===== src/rtl/stream_demux_if.sv =====
// rtl/stream_demux_if.sv - handshake bundle between upstream source, stream_demux and its channels
interface stream_demux_if #(
   parameter int DW   = 8,
   parameter int N_CH = 8,
   parameter int SW   = 3
);
   logic            in_valid;
   logic [DW-1:0]   in_data;
   logic [SW-1:0]   in_sel;
   logic            in_ready;
   logic [N_CH-1:0] out_valid;
   logic [DW-1:0]   out_data;
   logic [N_CH-1:0] out_ready;
   logic            drop;

   // Source side: offers words upstream and consumes the per-channel outputs
   modport master (
      output in_valid, in_data, in_sel, out_ready,
      input  in_ready, out_valid, out_data, drop
   );

   // Demux side
   modport slave (
      input  in_valid, in_data, in_sel, out_ready,
      output in_ready, out_valid, out_data, drop
   );
endinterface


===== src/rtl/stream_demux.sv =====
// rtl/stream_demux.sv - one-stage registered stream demultiplexer; define STREAM_DEMUX_CNT_EN for per-channel transfer counters
module stream_demux #(
   parameter int DW   = 8,
   parameter int N_CH = 8,
   parameter int SW   = 3
) (
   input  logic          clk,
   input  logic          rst,
   stream_demux_if.slave bus
`ifdef STREAM_DEMUX_CNT_EN
   ,
   input  logic [SW-1:0] cnt_sel,
   output logic [15:0]   cnt_out
`endif
);

   // Every value in_sel/ch_q can encode, so ch_q may index a widened ready vector
   localparam int          NS     = 1 << SW;
   localparam logic [SW:0] N_CH_W = (SW + 1)'(N_CH);

   logic          full_q, full_d;
   logic [DW-1:0] data_q, data_d;
   logic [SW-1:0] ch_q,   ch_d;
   logic          drop_q, drop_d;

   logic [NS-1:0] rdy_ext;
   logic          sel_ok;
   logic          xfer_in;
   logic          xfer_out;

   // Zero-extend out_ready so unused encodings read as not-ready
   always_comb begin
      rdy_ext             = '0;
      rdy_ext[N_CH-1:0]   = bus.out_ready;
   end

   // Only the held channel's ready matters; others are ignored
   assign sel_ok       = {1'b0, bus.in_sel} < N_CH_W;
   assign xfer_out     = full_q & rdy_ext[ch_q];
   assign bus.in_ready = ~full_q | rdy_ext[ch_q];
   assign xfer_in      = bus.in_valid & bus.in_ready;

   // Stage next-state: empty on transfer out, reload on a good word, flag bad selects
   always_comb begin
      full_d = full_q;
      data_d = data_q;
      ch_d   = ch_q;
      drop_d = 1'b0;
      if (xfer_out) begin
         full_d = 1'b0;
      end
      if (xfer_in) begin
         if (sel_ok) begin
            full_d = 1'b1;
            data_d = bus.in_data;
            ch_d   = bus.in_sel;
         end else begin
            drop_d = 1'b1;
         end
      end
   end

   // Stage registers; reset discards any held word
   always_ff @(posedge clk) begin
      if (rst) begin
         full_q <= 1'b0;
         data_q <= '0;
         ch_q   <= '0;
         drop_q <= 1'b0;
      end else begin
         full_q <= full_d;
         data_q <= data_d;
         ch_q   <= ch_d;
         drop_q <= drop_d;
      end
   end

   // One-hot valid on the held channel, all-zero when empty
   always_comb begin
      bus.out_valid = '0;
      for (int k = 0; k < N_CH; k++) begin
         bus.out_valid[k] = full_q && (ch_q == SW'(k));
      end
   end

   assign bus.out_data = data_q;
   assign bus.drop     = drop_q;

`ifdef STREAM_DEMUX_CNT_EN
   logic [15:0] cnt_q [N_CH];
   logic [15:0] cnt_d [N_CH];
   logic [15:0] cnt_pick;
   logic [15:0] cnt_out_q, cnt_out_d;

   // Bump the counter of the channel that completes a transfer out; wraps naturally
   always_comb begin
      for (int k = 0; k < N_CH; k++) begin
         cnt_d[k] = cnt_q[k];
         if (xfer_out && (ch_q == SW'(k))) begin
            cnt_d[k] = cnt_q[k] + 16'd1;
         end
      end
   end

   // Per-channel counter registers
   always_ff @(posedge clk) begin
      for (int k = 0; k < N_CH; k++) begin
         if (rst) begin
            cnt_q[k] <= '0;
         end else begin
            cnt_q[k] <= cnt_d[k];
         end
      end
   end

   // Read mux; selects beyond the channel count read zero
   always_comb begin
      cnt_pick = '0;
      for (int k = 0; k < N_CH; k++) begin
         if (cnt_sel == SW'(k)) begin
            cnt_pick = cnt_q[k];
         end
      end
      cnt_out_d = cnt_pick;
   end

   // Registered readback, one cycle behind cnt_sel
   always_ff @(posedge clk) begin
      if (rst) begin
         cnt_out_q <= '0;
      end else begin
         cnt_out_q <= cnt_out_d;
      end
   end

   assign cnt_out = cnt_out_q;
`endif

endmodule


===== src/flat_wrapper.sv =====
// flat-port wrapper written by rule: the top's interface ports become plain ports
module stream_demux_flat 
#(
   parameter int DW   = 8,
   parameter int N_CH = 8,
   parameter int SW   = 3
)
  (clk, rst, bus_in_valid, bus_in_data, bus_in_sel, bus_out_ready, bus_in_ready, bus_out_valid, bus_out_data, bus_drop);
  stream_demux_if #(.DW(DW), .N_CH(N_CH), .SW(SW)) bus_i ();
  input  logic clk;
  input  logic rst;
  input wire logic [$bits(bus_i.in_valid)-1:0] bus_in_valid;
  input wire logic [$bits(bus_i.in_data)-1:0] bus_in_data;
  input wire logic [$bits(bus_i.in_sel)-1:0] bus_in_sel;
  input wire logic [$bits(bus_i.out_ready)-1:0] bus_out_ready;
  output wire logic [$bits(bus_i.in_ready)-1:0] bus_in_ready;
  output wire logic [$bits(bus_i.out_valid)-1:0] bus_out_valid;
  output wire logic [$bits(bus_i.out_data)-1:0] bus_out_data;
  output wire logic [$bits(bus_i.drop)-1:0] bus_drop;
  assign bus_i.in_valid = bus_in_valid;
  assign bus_i.in_data = bus_in_data;
  assign bus_i.in_sel = bus_in_sel;
  assign bus_i.out_ready = bus_out_ready;
  assign bus_in_ready = bus_i.in_ready;
  assign bus_out_valid = bus_i.out_valid;
  assign bus_out_data = bus_i.out_data;
  assign bus_drop = bus_i.drop;
  stream_demux #(.DW(DW), .N_CH(N_CH), .SW(SW)) u_core (.clk(clk), .rst(rst), .bus(bus_i));
endmodule

===== config.mk =====
export PLATFORM = sky130hd
export DESIGN_NAME = stream_demux_flat
export DESIGN_NICKNAME = d
export VERILOG_FILES = /design/src/rtl/stream_demux_if.sv /design/src/rtl/stream_demux.sv /design/src/flat_wrapper.sv
export SDC_FILE = /design/constraint.sdc
export NUM_CORES = 1
export LEC_CHECK = 0
export ABC_AREA = 0
export CAP_MARGIN = 40
export CORE_MARGIN = 2
export CORE_UTILIZATION = 34
export DETAILED_ROUTE_END_ITERATION = 10
export PLACE_DENSITY = 0.85
export SETUP_SLACK_MARGIN = 0.02
export SLEW_MARGIN = 20
export SYNTH_ARGS = -nofsm -noshare
export SYNTH_HDL_FRONTEND = slang
export SYNTH_SLANG_ARGS = --single-unit

===== constraint.sdc =====
create_clock -name clk -period 1.5 [get_ports clk]
set_input_delay 0.225 -clock clk [delete_from_list [all_inputs] [get_ports clk]]
set_output_delay 0.225 -clock clk [all_outputs]
set_load 0.03 [all_outputs]

Yosys cells after proc, flatten, opt, wreduce, memory -nomap -nowiden
Cells that the tools add are included.

Magnitude comparators: 1. Equality and inequality tests: 7. Multiplexer cells: 4. Bitwise operators: 4. Reductions and logical operators: 10.

Operators with widths (count): == test 3 bit (second input constant) (4); logical AND 1 bit (8); == test 3 x 2 -> 1 bit (second input constant) (2); less-than comparator 3 x 4 -> 1 bit (second input constant) (1); binary-select mux 1 bit (select 3 bit) (1); == test 3 x 1 -> 1 bit (second input constant) (1); zero test 3 bit (1); two-way mux 1 bit (3); bitwise AND 1 bit (2); nonzero test 2 bit (1); NOT 1 bit (1); bitwise OR 1 bit (1).

Bits in registers: 12. Input bits: 22. Output and inout port bits: 18. Word-level logic and storage cells: 29.

Longest topological paths before layout
Gate-level depths: netlist of the first run.

Word-level depth: 5. Gate-level depth with buffers: 6. Depth with buffers taken out: 4.

Least setup slack after synthesis of the first run
No wires, ideal clock.

Path type: register to register. From: reg u_core.ch_q[2]. To: reg u_core.full_q. Setup time: 0.155 ns. Arrival: 1.733 ns. Data required time: 1.345 ns. Path slack: -0.389 ns. Cell stages (with the launch flop): 6. Path buffers: 1. Clock period less this slack: 1.889 ns. Path through: dfxtp_1 > clkbuf_1 > nor2_1 > a32o_1 > nor3_1 > a21oi_1.

Longest elaborated chain between the ends: 5. Elaborated cells between the ends (all ways): 7. Classes of those cells: mux: 3; bitwise: 3; reduce/logical: 1.

Ends and longest elaborated chain: start, declared (RTL line stream_demux.sv:23) `logic [SW-1:0] ch_q, ch_d;`; start signal, assigned (RTL line stream_demux.sv:73) `ch_q <= ch_d;`; binary-select mux 1 bit (select 3 bit) * (RTL line stream_demux.sv:40) `assign bus.in_ready = ~full_q | rdy_ext[ch_q];`; two-way mux 1 bit (not written as such) * (RTL line stream_demux.sv:40); bitwise OR 1 bit * (RTL line stream_demux.sv:40); via bus_in_ready (RTL line flat_wrapper.sv:16) `output wire logic [$bits(bus_i.in_ready)-1:0] bus_in_ready;`; bitwise AND 1 bit * (RTL line stream_demux.sv:41) `assign xfer_in = bus.in_valid & bus.in_ready;`; two-way mux 1 bit or nonzero test 2 bit (tied branches); end signal, assigned (RTL line stream_demux.sv:71) `full_q <= full_d;`; end, declared (RTL line stream_demux.sv:21) `logic full_q, full_d;`.

The timed path passes the listed nets; every way through them passes the cells marked *. The select of a mux whose other input is x is not followed. A chain may end at the register's enable or synchronous reset.

Final worst setup path of the first run
From: reg u_core.ch_q[1]. To: out bus_in_ready.

Longest elaborated chain between the ends: 3.

Ends and longest elaborated chain (RTL line): binary-select mux 1 bit (select 3 bit) (stream_demux.sv:40); two-way mux 1 bit (not written as such) (stream_demux.sv:40); bitwise OR 1 bit (stream_demux.sv:40); end, declared (flat_wrapper.sv:16).

Every way passes these cells. The select of a mux whose other input is x is not followed.

==> results of run 1 <==
[where the power goes]
group	leakage (nW)	switching [W]	internal, W
sequential	0.101	0.0000263	0.000348
clock	0.0138	0.0000915	0.0000925
combinational	0.445	0.000153	0.000182
total	0.560	0.000271	0.000622
[sequential cells by signal, indices dropped and copies added (netlist names)]
register / count
u_core.bus.out_data: 8
u_core.ch_q: 3
u_core.full_q: 1
[stage by stage]
stage | cell area, µm² | cells | TNS, ns
floorplan | 732 | 80 | -0.536
global placement | 1130 | 144 | -3.53
detailed placement | 1130 | 144 | -4.05
CTS | 1190 | 151 | -1.42
global route | 1240 | 154 | -3.95
finish | 1240 | 154 | -3.05
[path summary, 6_finish.rpt]
path,startpoint,to,slack (ns),cells after the start
worst min register to register,u_core.bus.out_data[2],u_core.bus.out_data[2],0.47,2
worst max register to register,u_core.ch_q[1],u_core.bus.out_data[7],-0.26,7
worst max-delay path,u_core.ch_q[1],bus_in_ready,-0.29,5
worst min-delay path,u_core.bus.out_data[2],u_core.bus.out_data[2],0.47,2
[what timing repair did]
action	CTS	global route
endpoints found under the setup margin	22	20
gates resized for setup	13	10
cloned	0	0
hold endpoints to repair	0	0
buffers inserted	4	3
pin swaps	3	2
[cell usage after synthesis, drive strengths merged]
cell | n | area share
or2b | 1 | 0.010
mux2i | 15 | 0.21
nor2 | 7 | 0.036
nor4 | 1 | 0.030
conb | 1 | 0.0052
a21oi | 1 | 0.0069
nand2 | 3 | 0.016
inv | 2 | 0.010
nand2b | 23 | 0.20
nor3 | 3 | 0.021
o2111a | 2 | 0.033
clkbuf | 3 | 0.016
a32o | 1 | 0.014
dfxtp | 12 | 0.33
and3b | 1 | 0.012
buf | 4 | 0.049
[cell type report]
cell class	count	area (µm²)	share of cell area
repair buffers	51	472	0.379
multi-input cells	59	460	0.370
flip-flops and latches	12	248	0.199
well taps	27	33.8	0.0272
clock buffers	3	22.5	0.0181
inverters	2	7.51	0.00604
[worst register-to-register path, stage by stage, from the launching register on]
cell and delay [ns]:
dfxtp_4 0.37, mux2i_2 0.16, o2111a_1 0.29, buf_4 0.14
buf_6 0.11, nor4_4 0.25, buf_12 0.19, mux2i_1 0.19
[layer usage]
metal	global-route usage	wire (µm)
met3	0.0273	148
met2	0.272	895
met5	0	0
met4	0.0833	10
met1	0.145	685
[cell families after synthesis]
kind of cell    share of synthesized area
flops                               0.333
mux                                 0.208
other cells                       0.00520
simple gates                        0.325
buf+inv                            0.0747
compound gates                     0.0538
==> flow_summary.yaml, run 1 <==
routing:
  ant_nets: 0
  wl_um: 1740
  initialDrtViolationCount: 5
  wl_per_cell_um: 11.3
  drc: 0
  vias_per_cell: 4.55
  num_vias: 700
  first_pass_iters: 4
place:
  dp_hpwl_um: 1240
  place_ws_ns: -0.363
  port_buffers: 38
  gp_congestion: 0.676
status:
  status: "finished, violations left"
  violations: "setup timing"
clock_network:
  clk_path_buf_depth: 2
  cts-htree-levels: 1
  clk_pin_slew_ns: 0.07
  ctsRootBufferMaster: "clkbuf_4"
  cts_tree: "built"
  insertion_delay_ns: 0.26
  cts_buffers: 3
  clkSinkCount: 12
  postCtsHoldBufs: 0
timing:
  skew_ns: 0.000717
  holdWs_ns: 0.470
  drv_slew: 0
  max_clock_freq_mhz: 557
  layout_min_cycle_time_ns: 1.79
  rsz0062_at_grt: "yes"
  hold_viol_final: 0
  finalSetupViolCount: 13
  finalCritPeriodShare: 1.20
  setup_slack_ns: -0.294
global_routing:
  grt_use_total: 0.145
  grt_pass1_wl_um: 2730
  grt_pass1_vias: 677
  antenna_found_initial: 0
  grt_max_degree: 17
  overflow: 0
worst_setup_path:
  path_cells: "mux2i_2 -> o2111a_1 -> buf_6 -> nor3_4 -> buf_6"
  critPathLaunchType: "flop"
  cp.required_ns: 1.27
  worstSetupEndpointType: "output port"
  cp.arrival_ns: 1.57
  slowest_stage: "dfxtp_4"
  cp_top_family: "flip-flops"
  crit_path_max_incr_delay_ns: 0.37
  crit_top_cell: "buf_6"
  crit_path_max_fanout: 5
  cp.buffers_inverters: 2
  path_class: "reg2out"
die:
  coreArea_um2: 1980
  fp.dieH_um: 50.0
  die_w_um: 50.0
  boundaryPins: 40
  row_count: 16
  start_util: 0.364
  die-area_um2: 2500
final_layout:
  final_common_cell: "nand2b_1"
  final_cell_mix: "22 x nand2b_1, 20 x clkdlybuf4s50_1, 17 x buf_4, 14 x mux2i_1, 9 x dlygate4sd2_1"
  diodes: 0
  post-route-util: 0.628
  n_fill_cell: 173
  synthToLayoutAreaGrowth_pct: 72.6
  fin_nets: 151
  layout-drive-gt1-share: 0.291
job:
  maxCapViolCount: 0
yosys:
  synth_cells: 80
  avgSynthCellArea_um2: 9.01
  synth_cell_types: 19
  ys_warn_count: 0
  yosysSeqAreaShare: 0.333
  synth_fp_nets: 102
  syn-cell-area_um2: 721
  synth_seq_cells: 12
power_and_ir_drop:
  power_density_nw_per_um2: 718
  finalPower_w: 0.000893
  p_leak_nw: 0.560
  peakVddDrop_v: 0.000537
min_path:
  hold_path_class: "reg2reg"
(Power assumes the default switching activity.)
==> inputs of run 2 (changes only) <==
--- a/config.mk
+++ b/config.mk
@@ -11,7 +11,7 @@
 export CORE_UTILIZATION = 34
 export DETAILED_ROUTE_END_ITERATION = 10
 export PLACE_DENSITY = 0.85
-export SETUP_SLACK_MARGIN = 0.02
+export SETUP_SLACK_MARGIN = 0.15
 export SLEW_MARGIN = 20
 export SYNTH_ARGS = -nofsm -noshare
 export SYNTH_HDL_FRONTEND = slang
==> flow_summary.yaml, run 2 (same netlist as run 1, synthesis figures left out) <==
die:
  boundaryPins: 40
  die-area_um2: 2500
  die_w_um: 50.0
  coreArea_um2: 1980
  row_count: 16
  start_util: 0.364
  fp.dieH_um: 50.0
clock_network:
  cts_buffers: 3
  clkSinkCount: 12
  cts-htree-levels: 1
  clk_pin_slew_ns: 0.07
  cts_tree: "built"
  clk_path_buf_depth: 2
  postCtsHoldBufs: 0
  ctsRootBufferMaster: "clkbuf_4"
  insertion_delay_ns: 0.26
power_and_ir_drop:
  p_leak_nw: 0.555
  power_density_nw_per_um2: 695
  peakVddDrop_v: 0.000505
  finalPower_w: 0.000934
worst_setup_path:
  r2r-end: "u_core.ch_q[0]"
  worstSetupEndpointType: "output port"
  crit_start: "u_core.ch_q[1]"
  crit_end: "bus_in_ready"
  path_cells: "buf_6 -> mux2i_1 -> o2111a_2 -> buf_6 -> nor3_4 -> buf_6"
  cp.arrival_ns: 1.48
  regToRegSetupSlack_ns: -0.12
  rr_worst_depth: 5
  cp_top_family: "flip-flops"
  cp.buffers_inverters: 3
  crit_path_max_fanout: 4
  critPathLaunchType: "flop"
  path_class: "reg2out"
  crit_path_max_incr_delay_ns: 0.38
  worst-path-stages: 6
  cp.required_ns: 1.27
  crit_top_cell: "buf_6"
  reg2reg_from: "u_core.ch_q[1]"
  slowest_stage: "dfxtp_4"
routing:
  initialDrtViolationCount: 6
  drc: 0
  vias_per_cell: 4.67
  wl_per_cell_um: 12.8
  num_vias: 710
  ant_nets: 0
  first_pass_iters: 2
  wl_um: 1950
timing:
  rsz0062_at_grt: "yes"
  hold_viol_final: 0
  setup_tns_ns: -1.36
  setup_slack_ns: -0.207
  max_clock_freq_mhz: 586
  layout_min_cycle_time_ns: 1.71
  finalCritPeriodShare: 1.14
  skew_ns: 0.00153
  drv_slew: 0
  finalSetupViolCount: 16
final_layout:
  post-route-util: 0.679
  layout-drive-gt1-share: 0.368
  n_fill_cell: 151
  diodes: 0
  seq_area_um2: 253
  synthToLayoutAreaGrowth_pct: 86.6
  instances_no_fill: 152
  fin_nets: 149
  multiInputGateArea_um2: 542
  largest_reg_flops: 8
  final_cell_mix: "21 x nand2b_1, 21 x clkdlybuf4s50_1, 15 x mux2i_1, 15 x buf_6"
global_routing:
  grt_pass1_vias: 731
  overflow: 0
  antenna_found_initial: 0
  grt_max_degree: 16
  grt_pass1_wl_um: 2950
  grt_use_total: 0.148
place:
  port_buffers: 38
  placed_cells: 148
  gp_congestion: 0.634
  dp_hpwl_um: 1290
min_path:
  hold_path_class: "reg2reg"
  hold_path_depth: 2
status:
  violations: "setup timing"
  status: "finished, violations left"
job:
  maxCapViolCount: 0
==> run 2: cell types whose count changed in the layout (fill, tap and decap cells not counted), sizes merged <==
cell | previous run | this run
clkdlybuf4s50 | 20 | 21
buf | 22 | 20
dlygate4sd2 | 9 | 8
==> run 2: worst min path at each step <==
stage / to / startpoint
final: u_core.bus.out_data[6] / u_core.bus.out_data[6]
after global routing: u_core.bus.out_data[6] / u_core.bus.out_data[6]
after detailed placement: u_core.bus.out_data[6] / u_core.bus.out_data[6]
after CTS: u_core.bus.out_data[6] / u_core.bus.out_data[6]
after floorplan: u_core.bus.out_data[7] / bus_in_data[7]
after global placement: u_core.bus.out_data[6] / u_core.bus.out_data[6]
==> run 2: report_power, final <==
part | switching [W] | internal [W]
clock network | 0.0000889 | 0.0000925
registers | 0.0000276 | 0.000347
logic | 0.000181 | 0.000198
total | 0.000298 | 0.000637
==> run 2: worst min-delay path, cell delays in order, from the launching register on <==
cell	delay (ns)
dfxtp_1	0.31
nand2b_1	0.06
mux2i_1	0.05
==> run 2: through the flow <==
step	hold WS, ns	cell area [µm²]	worst slack (ns)
4_1_cts	0.477	1240	-0.197
3_5_place_dp	0.460	1160	-0.339
6_report	0.469	1350	-0.207
3_3_place_gp	0.459	1160	-0.288
5_1_grt	0.491	1350	-0.248
2_1_floorplan	0.380	746	-0.0521
==> run 2: area by class of cell <==
cell class | instances | area share
Multi-Input combinational cell | 59 | 0.403
Timing Repair Buffer | 49 | 0.362
Sequential cell | 12 | 0.188
Tap cell | 27 | 0.0251
Clock buffer | 3 | 0.0167
Inverter | 2 | 0.00558
==> run 2: timing repair <==
action / in CTS / in global routing
setup endpoints to repair: 29 / 21
setup buffers: 1 / 0
pin swaps: 8 / 3
resized for setup: 24 / 29
==> run 2: metal layers <==
metal	vias up	global-route usage	wire (µm)
li1	360	-	-
met1	318	0.165	726
met3	0	0.0455	176
met4	0	0.0278	0
met5	-	0	0
met2	32	0.272	1040
